### src/rtl/enemy_kill_tracker.sv
// Enemy alive map, kill scoring and level-clear sequencing.
// Optional score accumulation is enabled by ENEMY_KILL_TRACKER_SCORE_EN.
module enemy_kill_tracker #(
    parameter int AMOUNT_OF_ENEMIES  = 2,
    parameter int KILL_SCORE         = 10,
    parameter int LEVEL_DELAY_FRAMES = 60
) (
    input  logic                         clk,
    input  logic                         reset,
    input  logic                         startOfFrame,
    input  logic                         enemyDrawReq,
    input  logic [3:0]                   drawingRequestorId,
    input  logic [2:0]                   shotCollision,
    input  logic                         pause,
    output logic [AMOUNT_OF_ENEMIES-1:0] aliveMap,
    output logic                         visibleDrawReq,
    output logic                         killPulse,
    output logic [15:0]                  score,
    output logic [7:0]                   levelNum,
    output logic                         newLevel
);

    typedef enum logic [1:0] {PLAY, CLEARED, NEWLVL} stateType;

    localparam logic [AMOUNT_OF_ENEMIES-1:0] ALL_ALIVE = '1;
    localparam logic [7:0] LAST_FRAME = 8'(LEVEL_DELAY_FRAMES - 1);

    stateType                     state, stateNext;
    logic [7:0]                   frameCount, frameCountNext;
    logic [AMOUNT_OF_ENEMIES-1:0] aliveNext, killMask;
    logic [7:0]                   levelNext;
    logic [15:0]                  aliveExt, killExt;
    logic                         idValid, hit;

    // Pad alive map to the full id space so any 4-bit id indexes safely
    always_comb begin
        aliveExt = '0;
        aliveExt[AMOUNT_OF_ENEMIES-1:0] = aliveMap;
    end

    assign idValid = {28'b0, drawingRequestorId} < 32'(AMOUNT_OF_ENEMIES);
    assign visibleDrawReq = enemyDrawReq & idValid
                          & aliveExt[drawingRequestorId];
    assign hit = visibleDrawReq & (shotCollision != 3'b000)
               & ~pause & (state == PLAY);

    assign killExt  = 16'(hit) << drawingRequestorId;
    assign killMask = killExt[AMOUNT_OF_ENEMIES-1:0];
    assign newLevel = (state == NEWLVL);

    always_comb begin
        stateNext      = state;
        frameCountNext = frameCount;
        aliveNext      = aliveMap & ~killMask;
        levelNext      = levelNum;
        unique case (state)
            PLAY: begin
                if (hit && aliveNext == '0) begin
                    stateNext      = CLEARED;
                    frameCountNext = '0;
                end
            end
            CLEARED: begin
                if (startOfFrame && !pause) begin
                    if (frameCount == LAST_FRAME)
                        stateNext = NEWLVL;
                    else
                        frameCountNext = frameCount + 8'd1;
                end
            end
            NEWLVL: begin
                aliveNext = ALL_ALIVE;
                levelNext = (levelNum == 8'hFF) ? levelNum
                                                : levelNum + 8'd1;
                stateNext = PLAY;
            end
            default: stateNext = PLAY;
        endcase
    end

    always_ff @(posedge clk or posedge reset) begin
        if (reset) begin
            state      <= PLAY;
            frameCount <= '0;
            aliveMap   <= ALL_ALIVE;
            levelNum   <= 8'd1;
            killPulse  <= 1'b0;
        end else begin
            state      <= stateNext;
            frameCount <= frameCountNext;
            aliveMap   <= aliveNext;
            levelNum   <= levelNext;
            killPulse  <= hit;
        end
    end

`ifdef ENEMY_KILL_TRACKER_SCORE_EN
    logic [15:0] scoreReg;
    logic [16:0] scoreSum;

    assign scoreSum = {1'b0, scoreReg} + 17'(KILL_SCORE);

    always_ff @(posedge clk or posedge reset) begin
        if (reset)
            scoreReg <= '0;
        else if (hit)
            scoreReg <= scoreSum[16] ? 16'hFFFF : scoreSum[15:0];
    end

    assign score = scoreReg;
`else
    assign score = '0;
`endif

endmodule

### config.mk
export PLATFORM = sky130hd
export DESIGN_NAME = enemy_kill_tracker
export DESIGN_NICKNAME = d
export VERILOG_FILES = /design/src/rtl/enemy_kill_tracker.sv
export SDC_FILE = /design/constraint.sdc
export NUM_CORES = 1
export LEC_CHECK = 0
export CORE_MARGIN = 2
export CORE_UTILIZATION = 37
export CTS_CLUSTER_SIZE = 8
export DETAILED_ROUTE_END_ITERATION = 8
export PLACE_DENSITY = 0.76
export SYNTH_ARGS = -nofsm -noshare
export SYNTH_HDL_FRONTEND = slang
export SYNTH_SLANG_ARGS = --single-unit
### constraint.sdc
create_clock -name clk -period 2.3 [get_ports clk]
set_input_delay 0.46 -clock clk [delete_from_list [all_inputs] [get_ports clk]]
set_output_delay 0.46 -clock clk [all_outputs]
set_load 0.03 [all_outputs]
# After elaboration in Yosys (flattened, before gate mapping)
# Index checks and enable logic that the tools add are counted.
# W data, S select, Z words.
dict set report word_totals {
  regBits 21
  in_bits 12
  output_inout_bits 29
  elab_cells 48
}
dict set report op_classes {
  addsub 2
  magnitude_cmp 2
  n_eq_ne 8
  shift 1
  n_mux 11
  bitwise 9
  reduce_logical 10
}
# op n
set op_table {}
lappend op_table {{$mux W8} 3}
lappend op_table {{$add A8 B1 Y8 const B} 2}
lappend op_table {{$pmux W8 S2} 1}
lappend op_table {{$eq A8 B6 Y1 const B} 1}
lappend op_table {{$eq A8 B8 Y1 const B} 1}
lappend op_table {{$mux W2} 4}
lappend op_table {{$ne A2 B2 Y1 const B} 3}
lappend op_table {{$and A1 B1 Y1} 5}
lappend op_table {{$lt A4 B5 Y1 const B} 1}
lappend op_table {{$bmux W1 S4} 1}
lappend op_table {{$logic_not A2 Y1} 2}
lappend op_table {{$lt A4 B2 Y1 const B} 1}
lappend op_table {{$pmux W2 S2} 1}
lappend op_table {{$reduce_and A4 Y1} 1}
lappend op_table {{$shl A1 B4 Y2} 1}
lappend op_table {{$reduce_and A3 Y1} 1}
lappend op_table {{$reduce_bool A3 Y1} 1}
lappend op_table {{$and A2 B2 Y2} 1}
lappend op_table {{$eq A2 B1 Y1 const B} 1}
lappend op_table {{$eq A2 B2 Y1 const B} 1}
lappend op_table {{$logic_and A1 B1 Y1} 2}
lappend op_table {{$ne A2 B1 Y1 const B} 1}
lappend op_table {{$not A1 Y1} 2}
lappend op_table {{$not A2 Y2} 1}
lappend op_table {{other kinds (4)} 4}

# Logic depth before layout (Yosys ltp)
dict set report logic_depth {
  depth_word 13
  depth_mapped 5
  mapped_depth_nobuf 5
}

# Least setup slack after synthesis
# Ideal clock, no wire load.
dict set report synth_timing {
  path_kind {register to register}
  from {register levelNum[0]}
  to {register levelNum[1]}
  t_arrival_ns 1.428
  t_required_ns 2.172
  slack_ns 0.744
  stages_incl_launch_ff 4
  path_buffers 0
  period_less_slack_ns 1.556
  cell_sequence {dfstp_2 ha_1 a41oi_2 mux2_1}
}
dict set report synth_between {
  elab_chain_len 3
  word_cells_on_any_way 4
  classes_between {1 x add/sub; 1 x eq/ne; 1 x bitwise; 1 x reduce/logical}
}
# item line
set synth_lines {}
lappend synth_lines {{from (decl)} 19} ;# output logic [7:0] levelNum,
lappend synth_lines {{from (signal assigned)} 92} ;# levelNum <= levelNext;
lappend synth_lines {{branches (longest 3 deep; another with $add A8 B1 Y8)} n/a}
# Several ways; the timed one is not identified.
# A chain may end at the register's enable or synchronous reset.

# Final worst setup path
dict set report layout_timing {
  from {register state[1]}
  to {output port newLevel}
}
dict set report layout_between {
  elab_chain_len 1
}
# item line
set layout_lines {}
lappend layout_lines {{from (decl)} 28} ;# stateType state, stateNext;
lappend layout_lines {{from (signal assigned)} 89} ;# state <= stateNext;
lappend layout_lines {{$eq A2 B2 Y1} 49} ;# assign newLevel = (state == NEWLVL);
lappend layout_lines {{to (decl)} 20} ;# output logic newLevel
# No other way between the ends.

==> flow_metrics.py <==
metrics = {
    "logic_synthesis": {
        "seq_area_frac_synth_pct": 40.9,
        "syn_area_sq_um": 1290,
        "synth_top_area_share_pct": 34.8,
        "synth_edf_count": 0,
        "synth_area_leader_cell": "dfrtp_1",
        "ys_top_cells_by_area": "dfrtp_1 (35%), buf_4 (9.9%), dfstp_2 (6.1%)",
        "ys_ff_latch": 21,
        "syn_inst": 124,
        "async_flop_share_pct": 100,
        "ys.flop_type": "dfrtp_1",
        "synth_cell_types": 41,
        "postSynthAreaPerCell_sq_um": 10.4,
        "yosysWarningCount": 0,
    },
    "placement": {
        "dp_hpwl_um": 1860,
        "numPortBuffers": 24,
        "gp_routability_congestion": 0.734,
        "place_area_sq_um": 1530,
        "place_inst": 194,
    },
    "grt": {
        "antenna_found_initial": 0,
        "grt_pass1_vias": 981,
        "grt_max_degree": 22,
        "grt-ovfl-total": 0,
        "track_usage_pct": 13.2,
        "grt_pass1_wl_um": 4350,
    },
    "worst_setup_path": {
        "cp_slowest_stage_delay_ns": 0.68,
        "crit_family": "buffers and inverters",
        "crit_path_end": "newLevel",
        "cp_cell_sequence": "nand2b_4 > inv_2 > clkdlybuf4s50_1",
        "path_depth": 3,
        "crit_path_top_delay_cell": "clkdlybuf4s50_1",
        "cp-end-kind": "primary output",
        "crit_arrival_ns": 1.67,
        "ff2ff_setup_slack_ns": 0.64,
        "cp-start-kind": "flip-flop",
        "r2r-end": "frameCount[1]",
        "worstPathMaxFanout": 10,
        "critPathKind": "flip-flop to primary output",
        "cp_data_required_time_ns": 1.84,
        "reg2reg_depth": 4,
        "critPathBufInv": 2,
        "r2r-start": "state[0]",
        "startpoint": "state[1]",
    },
    "route": {
        "drt-pass1-iter-count": 4,
        "detail_route.vias_per_cell": 4.76,
        "drc": 0,
        "drt-total-wl_um": 2450,
        "ant_nets": 0,
        "drtIter0Drc": 8,
        "via_count": 942,
        "post_drt_wl_per_cell_um": 12.4,
    },
    "timing": {
        "fin_setup_tns_ns": 0,
        "finalClockSkew_ns": 0.00323,
        "final-max-slew-violation-count": 0,
        "fin_crit_sh_pct": 92.4,
        "finalHoldViolations": 0,
        "rsz0062_at_grt": "no",
        "min_period_ns": 2.13,
        "max_freq_mhz": 470,
        "setup_viol": 0,
    },
    "clocking": {
        "clk-insertion-delay-late_ns": 0.30,
        "clk_path_buf_depth": 2,
        "cts_tree": "done",
        "clk_pin_slew_ns": 0.12,
        "cts_sinks": 21,
        "cts_setup_buffers": 0,
        "htreeDepth": 1,
        "cts_buffers": 3,
        "cts_root_buf": "clkbuf_4",
    },
    "final_layout": {
        "diodes": 0,
        "final_layout_size_suffix_gt1_share_pct": 14.5,
        "fin_cells": 198,
        "nets": 167,
        "post-route-cell-area_sq_um": 1560,
        "area_growth_pct": 20.3,
    },
    "power_and_ir_drop": {
        "peakVddDrop_uv": 227,
        "power_density_nw_per_um2": 541,
        "power.leakage_nw": 0.702,
    },
    "die": {
        "core_sq_um": 3340,
        "start_util_pct": 38.8,
        "fp.dieW_um": 63.2,
        "io_pins": 41,
        "dieArea_sq_um": 3990,
        "die_height_um": 63.2,
        "fp-row-count": 21,
    },
    "outcome": {
        "status": "finished clean",
    },
    "min_path": {
        "min_path_type": "input port to asynchronous set/reset pin",
    },
    "flow_run": {
        "maxCapViolations": 0,
    },
}
[how the worst min path moves through the flow]
stage / from / slack [ns] / to / depth (start not counted)
after floorplan: reset / 0.43 / frameCount[0] / 1
after global placement: aliveMap[0] / 0.49 / aliveMap[0] / 2
after detailed placement: aliveMap[0] / 0.49 / aliveMap[0] / 2
after CTS: reset / 0.48 / levelNum[3] / 3
after global routing: reset / 0.49 / frameCount[3] / 3
final: reset / 0.47 / levelNum[3] / 3
[cells in the final DEF (no fill, tap or decap), types with 3 or more instances in the layout]
master	instances
clkdlybuf4s50_1	23
dfrtp_1	17
conb_1	16
nor2_1	9
xnor2_1	7
nand4_1	6
nand2_1	5
nand3_1	4
and3_1	4
xor2_1	4
inv_1	4
buf_4	4
a41oi_1	3
a21oi_1	3
nor3_1	3
dfstp_2	3
clkbuf_4	3
[metrics by stage]
step | power (mW) | worst slack (ns) | util [%] | hold WS (ns)
6_report | 0.843 | 0.175 | 46.7 | 0.472
5_1_grt | 0.899 | 0.0811 | 46.7 | 0.494
4_1_cts | 0.852 | 0.0730 | 46.6 | 0.481
3_5_place_dp | 0.672 | 0.198 | 45.9 | 0.486
3_3_place_gp | 0.661 | 0.242 | 45.9 | 0.487
2_1_floorplan | 0.626 | 0.744 | - | 0.434
[report_power, final]
group | total, mW | switching (mW) | internal, mW
Clock | 0.178 | 0.111 | 0.0674
Sequential | 0.438 | 0.0369 | 0.401
Combinational | 0.227 | 0.119 | 0.108
Total | 0.843 | 0.267 | 0.576
[flip-flops by register name (all words and copies together), names as in the netlist]
signal and cells:
state 2, levelNum 8, killPulse 1, aliveMap 2
frameCount 8
[synth_stat cells, types with 2 or more instances]
master and n:
ha_1 2, inv_2 2, and3_1 4, nor2_1 9, dfrtp_1 18, o22ai_1 2, a31oi_1 2, nand3_1 4
a21oi_1 3, inv_1 4, nor3_1 3, buf_4 17, xor2_1 4, nand2b_1 2, mux2_1 2, a41oi_1 3
dfstp_2 3, nand4_1 6, o21ai_0 2, xnor2_1 7, nand2_1 5
[layout make-up]
type                    count  area (sq um)
clock buffers               4          26.3
fillers                   337          1780
inverters                   6          22.5
multi-input cells          94           661
flip-flops and latches     21           531
well taps                  46          57.6
repair buffers             27           260
[cells by family (layout without fill, tap and decap cells)]
kind of cell	count (synthesis)	in the layout	share of synthesized area, %
DFF	21	21	40.9
AOI/OAI and AO/OA	17	17	10.4
other	1	16	0.290
adders and majority gates	2	2	1.93
xor gates and xnor gates	11	11	7.44
muxes	3	3	2.51
and+or+nand+nor	45	45	24.1
buffers and inverters	24	37	12.5
[routing by layer]
layer  share of wire [%]  vias to the layer above  global-route usage, %  wire length (um)
li1                    -                      463                      -                 -
met1                  43                      451                   16.2              1060
met2                  51                       28                   23.7              1240
met3                 6.3                        0                   2.68               155
met4                   0                        0                   2.50                 0
met5                   0                        -                      0                 0
[repair_timing]
action | 4_1_cts | 5_1_grt
endpoints found under the setup margin | 0 | 1
hold buffers | 0 | 0
resized for setup | 0 | 1
[tightest hold or removal path, stage by stage]
cell and delay (ns):
clkdlybuf4s50_1 0.39, inv_1 0.05, buf_4 0.26
(Power assumes the default switching activity.)
==> RTL change, RTL diff (same settings) <==
One comparison of `frameCount` changes from == to >=.
--- a/src/rtl/enemy_kill_tracker.sv
+++ b/src/rtl/enemy_kill_tracker.sv
@@ -62,7 +62,7 @@
             end
             CLEARED: begin
                 if (startOfFrame && !pause) begin
-                    if (frameCount == LAST_FRAME)
+                    if (frameCount >= LAST_FRAME)
                         stateNext = NEWLVL;
                     else
                         frameCountNext = frameCount + 8'd1;
Behaviour: no difference found for any inputs over 10 cycles, from zero or initial values and one cycle with reset high; that may be too few to reach the edited logic, so the function may still have changed.
==> RTL change against the original RTL <==
  * Synthesized area decreased by 8.1%
  * Wire length increased by 2.0%
  * Sequential power increased by 0.9%
  * Global-route usage increased by 1.7 points
  * Design area decreased by 3.9%
  * Total power decreased by 8.1%
  * Setup slack got worse by 140 ps
  * Sequential cell count unchanged
  * Combinational power decreased by 31%
  * Die area decreased by 7.6%
==> RTL change: results (changes against the original RTL) <==
Parameter                              Value

Status
  Status    complete, no violations

Global route
  Total routing usage reported by global routing    0.1486 (+0.01705)
  First-pass GRT wire length    3967 um (-8.9%)
  Pin count of the biggest net entering global routing    22 (unchanged)

Drt
  Detailed-route wire length per cell    12.96 um (+4.6%)
  Avg Vias per Cell    4.891 (+2.8%)
  DRC marker count from the first detailed-route iteration    34 (+26)

Cells and area
  Post-synthesis to final-layout area growth    25.76%
  Leading registers by flop count    frameCount x8, levelNum x8
  Ratio of cells with drive above 1 in the final layout    0.1275 (-0.01722)
  Nets@finish    164 (-1.8%)
  Filler Cells Inserted    310 (-8.0%)
  Antenna cell count    0 (unchanged)

Place
  Final HPWL from detailed placement    1847 um (-0.93%)
  Routability congestion estimate    0.8357 (+14%)
  Quantity of I/O buffers inserted on ports    24 (unchanged)
  Placed Area    1441 sq um (-5.8%)

Critical path
  Worst Path Arrival    1800 ps (+130 ps)
  Flop-to-flop setup slack    590 ps (-50 ps)
  Biggest cell delay along the critical path    490 ps (-190 ps)
  Maximum fanout count along the critical path    2 (-8)
  Slowest cell on crit path    or4b_4

Power
  Maximum ir drop on the vdd rail    0.0002588 V (+14%)
  Leakage power figure    0.7038 nW (+0.29%)

Synthesis
  Async set or reset register ratio after synthesis    1.000 (unchanged)
  Sequential-to-total area share from yosys stat    0.4448 (+0.03610)
  Yosys top cell area share    0.3785 (+0.03072)
  Cells taking the most area after synthesis    dfrtp_1 38%, buf_4 10%, dfstp_2 6.6%
  Ys flop type    dfrtp_1
  Top post-synthesis cells by count    18 x dfrtp_1, 16 x buf_4, 8 x nor2_1, 7 x nand2_1

Timing
  Slew @ Worst Pin    535.4 ps
  Final clock skew    3.303 ps (+0.06802 ps)

Clock tree
  Latest clock arrival within the worst-skew pair    300 ps (about the same)
  Maximum clock insertion buffer count    2 (unchanged)
## RTL change: critical path: cells and delay by family
| family | cells | cell delay [ps] |
|---|---|---|
| and+or+nand+nor | 2 | 760 |
| buffers and inverters | 3 | 580 |
## RTL change: what timing repair did
item,4_1_cts,5_1_grt
gates resized for setup,2,3
pin swaps,2,2
endpoints found under the setup margin,1,2
setup buffers,0,2
## RTL change: area by class of cell
type | count | share of cell area
multi-input combinational | 89 | 0.3855
inverter | 6 | 0.01505
tap | 44 | 0.03679
sequential | 21 | 0.3537
clock buffer | 4 | 0.01756
timing repair buffer | 29 | 0.1915
## RTL change: kinds of logic (layout without fill, tap and decap cells)
kind of cell               Yosys count  after routing  share of synthesized area
AOI/OAI and AO/OA                   14             14                    0.09569
xor gates and xnor gates             8              8                    0.05889
adders and majority gates            2              2                    0.02103
buffers and inverters               22             39                     0.1199
DFF                                 21             21                     0.4448
muxes                                2              2                    0.01788
other                                1             16                   0.003152
and+or+nand+nor                     47             47                     0.2387
## RTL change: per-stage QoR
step                setup slack (ps)  instances  hold slack, ps
finish                         38.33        193           477.3
global route                   9.813        193           504.6
CTS                            13.99        191           484.8
detailed placement            -45.38        187           491.3
global placement               12.49        187           480.5
floorplan                      416.9        132           434.3
## RTL change: path summary, 6_finish.rpt
| check | start | end | depth (start not counted) |
|---|---|---|---|
| worst max register to register | state[0] | frameCount[0] | 3 |
| min in group clk | levelNum[5] | levelNum[5] | 1 |
| worst min register to register | levelNum[5] | levelNum[5] | 1 |
| worst max-delay path | drawingRequestorId[1] | visibleDrawReq | 5 |
| worst min-delay path | reset | killPulse | 3 |
| max in group asynchronous | reset | levelNum[0] | 3 |
## RTL change: metal layers
layer  routed length [um]  GRT usage  vias up
li1                     -          -      447
met1                  968     0.1507      462
met2                 1389     0.2750       31
met3                  111    0.04691        4
met4                   34    0.06832        0
met5                    0          0        -
## RTL change: power by group
group / internal, W / switching [W] / total, W
sequential: 0.000404 / 0.0000388 / 0.000442
clock: 0.0000676 / 0.000108 / 0.000176
combinational: 0.0000646 / 0.0000918 / 0.000156
